**config.mk**
```make
export PLATFORM = sky130hd
export DESIGN_NAME = axi_wr_ctrl_d
export DESIGN_NICKNAME = d
export VERILOG_FILES = /design/src/rtl/axi_wr_ctrl_d.sv
export SDC_FILE = /design/constraint.sdc
export NUM_CORES = 1
export LEC_CHECK = 0
export CAP_MARGIN = 30
export CORE_AREA = 2 2 254 256
export DETAILED_ROUTE_END_ITERATION = 16
export DIE_AREA = 0 0 256 258
export GPL_TIMING_DRIVEN = 0
export PLACE_DENSITY = 0.59
export SYNTH_ARGS = -nofsm -noshare
export SYNTH_HDL_FRONTEND = slang
export SYNTH_SLANG_ARGS = --single-unit
```
**constraint.sdc**
```tcl
create_clock -name clk -period 4.7 [get_ports clk]
set_clock_uncertainty 0.05 [all_clocks]
set_input_delay 0.47 -clock clk [delete_from_list [all_inputs] [get_ports clk]]
set_output_delay 0.47 -clock clk [all_outputs]
set_load 0.02 [all_outputs]
```
**src/rtl/axi_wr_ctrl_d.sv**
```systemverilog
// ---------------------------------------------------------------------------
// axi_wr_ctrl_d
// Write-back controller that turns one D-cache victim line (cached) or one
// uncached store word into a single AXI write transaction: an AW beat, a
// burst of W beats, then the B response.
//
// Ports
//   clk, rst              : clock, synchronous active-high reset
//   wr_req/wr_rdy         : request handshake (accepted only while idle)
//   wr_addr, wr_data,
//   wr_uncache, wr_wstrb  : request payload, latched on acceptance
//   wr_done               : one-cycle pulse when the B response is taken
//   aw*, w*, b*           : AXI write address / data / response channels
// ---------------------------------------------------------------------------
module axi_wr_ctrl_d #(
    parameter int         LINE_WORDS = 16,
    parameter logic [1:0] BURST_TYPE = 2'b01
) (
    input  logic                     clk,
    input  logic                     rst,
    // request side
    input  logic                     wr_req,
    input  logic [31:0]              wr_addr,
    input  logic [32*LINE_WORDS-1:0] wr_data,
    input  logic                     wr_uncache,
    input  logic [3:0]               wr_wstrb,
    output logic                     wr_rdy,
    output logic                     wr_done,
    // AW channel
    output logic [31:0]              awaddr,
    output logic [7:0]               awlen,
    output logic [2:0]               awsize,
    output logic [1:0]               awburst,
    output logic                     awvalid,
    input  logic                     awready,
    // W channel
    output logic [31:0]              wdata,
    output logic [3:0]               wstrb,
    output logic                     wlast,
    output logic                     wvalid,
    input  logic                     wready,
    // B channel
    input  logic [1:0]               bresp,
    input  logic                     bvalid,
    output logic                     bready
);

    localparam int         CW        = $clog2(LINE_WORDS);
    localparam logic [CW-1:0] LAST_BEAT = CW'(LINE_WORDS - 1);

    typedef enum logic [1:0] {
        IDLE = 2'd0,
        AW   = 2'd1,
        W    = 2'd2,
        B    = 2'd3
    } state_e;

    state_e                        state_q, state_d;
    logic [31:0]                   addr_q, addr_d;
    logic [LINE_WORDS-1:0][31:0]   data_q, data_d;
    logic [3:0]                    strb_q, strb_d;
    // last beat index of the burst: LAST_BEAT for a line, 0 for an uncached word
    logic [CW-1:0]                 len_q, len_d;
    logic [CW-1:0]                 cnt_q, cnt_d;

    logic                          bresp_unused;
    assign bresp_unused = ^bresp;

    always_ff @(posedge clk) begin
        if (rst) begin
            state_q <= IDLE;
            addr_q  <= '0;
            data_q  <= '0;
            strb_q  <= '0;
            len_q   <= '0;
            cnt_q   <= '0;
        end else begin
            state_q <= state_d;
            addr_q  <= addr_d;
            data_q  <= data_d;
            strb_q  <= strb_d;
            len_q   <= len_d;
            cnt_q   <= cnt_d;
        end
    end

    // Channel payloads come straight from the latched request so they stay
    // stable for the whole stall window and read zero after reset.
    assign awaddr  = addr_q;
    assign awlen   = 8'(len_q);
    assign awsize  = 3'b010;
    assign awburst = BURST_TYPE;
    assign wdata   = data_q[cnt_q];
    assign wstrb   = strb_q;

    always_comb begin
        state_d = state_q;
        addr_d  = addr_q;
        data_d  = data_q;
        strb_d  = strb_q;
        len_d   = len_q;
        cnt_d   = cnt_q;
        wr_rdy  = 1'b0;
        wr_done = 1'b0;
        awvalid = 1'b0;
        wvalid  = 1'b0;
        wlast   = 1'b0;
        bready  = 1'b0;

        case (state_q)
            IDLE: begin
                wr_rdy = 1'b1;
                if (wr_req) begin
                    data_d  = wr_data;
                    cnt_d   = '0;
                    state_d = AW;
                    if (wr_uncache) begin
                        addr_d = wr_addr;
                        strb_d = wr_wstrb;
                        len_d  = '0;
                    end else begin
                        addr_d = {wr_addr[31:6], 6'b0};
                        strb_d = 4'hF;
                        len_d  = LAST_BEAT;
                    end
                end
            end
            AW: begin
                awvalid = 1'b1;
                if (awready) state_d = W;
            end
            W: begin
                wvalid = 1'b1;
                wlast  = (cnt_q == len_q);
                if (wready) begin
                    // hold the counter on the final beat so it never wraps
                    if (wlast) state_d = B;
                    else       cnt_d   = cnt_q + 1'b1;
                end
            end
            B: begin
                bready = 1'b1;
                if (bvalid) begin
                    wr_done = 1'b1;
                    state_d = IDLE;
                end
            end
            default: state_d = IDLE;
        endcase
    end

endmodule

```
==> flow_metrics.tcl, run 1 <==
set metrics [dict create \
    drv_slew 0 \
    synth_area_mm2 0.0229 \
    critPathMaxFanout 10 \
    crit_cells 6 \
    core_mm2 0.0636 \
    clk-insertion-delay-late_ns 0.62 \
    layout_common_cells "nand2_1 (1084), clkdlybuf4s50_1 (631), dfxtp_1 (555), a21oi_1 (547), clkbuf_1 (195)" \
    timing.rr.start "state_q[1]" \
    ios 644 \
    avgViaCountPerCell 5.23 \
    cts_tree "yes" \
    yosysSeqAreaShare 0.485 \
    antenna_found_initial 26 \
    grt_max_degree 15 \
    synth-edff-count 0 \
    start_util 0.360 \
    post-place-ws_ns 1.04 \
    critical_path.top_delay_family "buffers and inverters" \
    final_nets 3959 \
    p_comb_frac 0.305 \
    synth_area_per_cell_um2 8.49 \
    cts_sinks 555 \
    critPathCaptureType "output pin" \
    routedWlPerCell_um 23.9 \
    regArea_mm2 0.0111 \
    ys_warn_count 0 \
    crit_path_start_kind "flop" \
    drive_above_1_share 0.0751 \
    critical_path_class "reg -> out" \
    finalSetupTns_ns 0 \
    slowest_stage "clkbuf_1" \
    hp-class "in -> reg" \
    ant_nets 0 \
    ys.flop_type "dfxtp_1" \
    final-setup-viol-count 0 \
    p_sw_mw 5.34 \
    final_common_cell "nand2_1" \
    multi_input_area_mm2 0.0108 \
    relSlewSlack 0.361 \
    crit_path_max_incr_delay_ns 0.69 \
    clk_pin_slew_ns 0.06 \
    gp_congestion 0.976 \
    num_vias 22500 \
    dieHeight_um 258 \
    arrival_ns 3.80 \
    root_buffer "clkbuf_16" \
    n_fill_cell 6120 \
    dr.pass1.iters 5 \
    port_buffers 631 \
    die_w_um 256 \
    dp_hpwl_mm 83.5 \
    syn_inst 2697 \
    seqPwrFrac 0.391 \
    first_iter_violations 1446 \
    holdWs_ns 0.343 \
    p_int_mw 10.1 \
    status "completed" \
    area_delta_synth_final_pct 40.8 \
    hold_depth 3 \
    power_frac_clock 0.304 \
    grt_pass1_wl_mm 147 \
    cts_resized 0 \
    routed_wirelength_mm 103 \
    cts_max_path_buffers 3 \
    grt.total_usage 0.301 \
    final_cells 4304 \
    rows 93 \
    p_per_area_mw_per_mm2 478 \
    timing.fmax_mhz 232 \
    fin_ws_ns 0.384 \
    dieArea_mm2 0.0660 \
    total_power_mw 15.4 \
    vdd_drop_max_v 0.000290 \
    synth-seq-cells 555 \
    ys_types 38 \
    p_leak_nw 11.6 \
    hp-start "wr_data[235]" \
    worst_pin_slew_ns 0.959 \
    htreeDepth 2 \
    period_share 0.918 \
    design_area_mm2 0.0323 \
    crit_start "cnt_q[1]" \
    overflow 0 \
    rsz0062_at_grt "no" \
    placed_area_mm2 0.0303 \
    post_cts_buffers 0 \
    crit_required_ns 4.18 \
    drc 0 \
    cts_made_buffers 60 \
    grt_pass1_vias 22900 \
    finalHoldViolCount 0 \
    switching_share 0.346 \
    reg2reg_depth 8 \
    cap_violations 0 \
    period_needed_ns 4.32 \
    dp_cells 4190 \
    async_reset_ff_frac 0 \
    path_cells "clkbuf_2, buf_2, clkbuf_1, mux4_2, a221o_1, clkdlybuf4s50_1" \
    final_util 0.507 \
    path_buf_inv 4 \
    cts.hold.buffers_added 0 \
]
==> worst paths after layout <==
| check | end | slack [ns] |
|---|---|---|
| worst max register to register | data_q[353] | 1.72 |
| worst min register to register | awaddr[1] | 0.40 |
| worst max-delay path | wdata[30] | 0.38 |
| worst min-delay path | data_q[235] | 0.34 |
==> metal layers <==
metal | wire length [µm] | share of wire | track usage | vias up
met3 | 7450 | 0.072 | 0.0649 | 163
li1 | - | - | - | 10500
met4 | 2670 | 0.026 | 0.0815 | 30
met1 | 41100 | 0.40 | 0.364 | 10900
met5 | 192 | 0.0019 | 0 | -
met2 | 51500 | 0.50 | 0.540 | 869
==> cell type report <==
class / count / share of cell area
sequential: 555 / 0.344
multi-input combinational: 1901 / 0.334
timing repair buffer: 631 / 0.196
clock buffer: 82 / 0.0519
tap: 855 / 0.0332
buffer: 243 / 0.0324
clock inverter: 19 / 0.00691
antenna: 13 / 0.00101
inverter: 5 / 0.000582
==> tightest hold or removal path: stages <==
cell	delay (ns)
clkdlybuf4s50_1	0.39
nand2_1	0.05
a21oi_1	0.05
==> synthesized netlist by cell type, drive strengths merged, types with 2 or more instances <==
cell    instances  area, µm²
dfxtp         555      11100
mux4          128       2880
a21oi         547       2740
o21ai           4       20.0
a221o          32        320
nor3            5       30.0
a31o            2       17.5
nand4           4       25.0
buf            61        360
clkbuf        182        684
nand3           8       40.0
nor2           14       52.6
a22oi           2       15.0
ha              5       62.6
inv             5       18.8
conb            2       7.51
and2            5       31.3
nand2        1084       4070
a22o           32        280
nand2b          5       31.3
nor3b           4       30.0
and3            2       12.5
==> flip-flops by register name, summed over array words and instances (netlist names) <==
| name | cells |
|---|---|
| data_q | 512 |
| awaddr | 32 |
| cnt_q | 4 |
| wstrb | 4 |
| state_q | 2 |
| len_q | 1 |
==> kinds of logic after synthesis <==
logic type	count (synthesis)	synth area share
other cells	2	0.000328
fa+ha+maj	5	0.00273
compound gates	626	0.150
flops	555	0.485
mux	128	0.126
buf+inv	248	0.0464
simple gates	1133	0.189
==> power groups by stage <==
| stage | Combinational, mW | Clock, mW | Sequential [mW] |
|---|---|---|---|
| floorplan | 2.62 | 0 | 6.02 |
| global placement | 4.63 | 0 | 6.08 |
| detailed placement | 4.69 | 0 | 6.12 |
| CTS | 4.71 | 4.74 | 6.02 |
| global route | 5.10 | 4.93 | 6.11 |
| finish | 4.70 | 4.70 | 6.03 |
Note: power is estimated with default switching activity, not from simulation.
==> run 2, diff against run 1 <==
--- a/config.mk
+++ b/config.mk
@@ -11,6 +11,7 @@
 export DIE_AREA = 0 0 256 258
 export GPL_TIMING_DRIVEN = 0
 export PLACE_DENSITY = 0.59
+export SLEW_MARGIN = 20
 export SYNTH_ARGS = -nofsm -noshare
 export SYNTH_HDL_FRONTEND = slang
 export SYNTH_SLANG_ARGS = --single-unit
==> results of run 2 <==
Final layout, timing and power as in run 1 (identical DEF).
==> run 3, diff against run 2 <==
--- a/config.mk
+++ b/config.mk
@@ -15,3 +15,4 @@
 export SYNTH_ARGS = -nofsm -noshare
 export SYNTH_HDL_FRONTEND = slang
 export SYNTH_SLANG_ARGS = --single-unit
+export TNS_END_PERCENT = 10
==> results of run 3 <==
Final layout, timing and power as in run 1 (identical DEF).
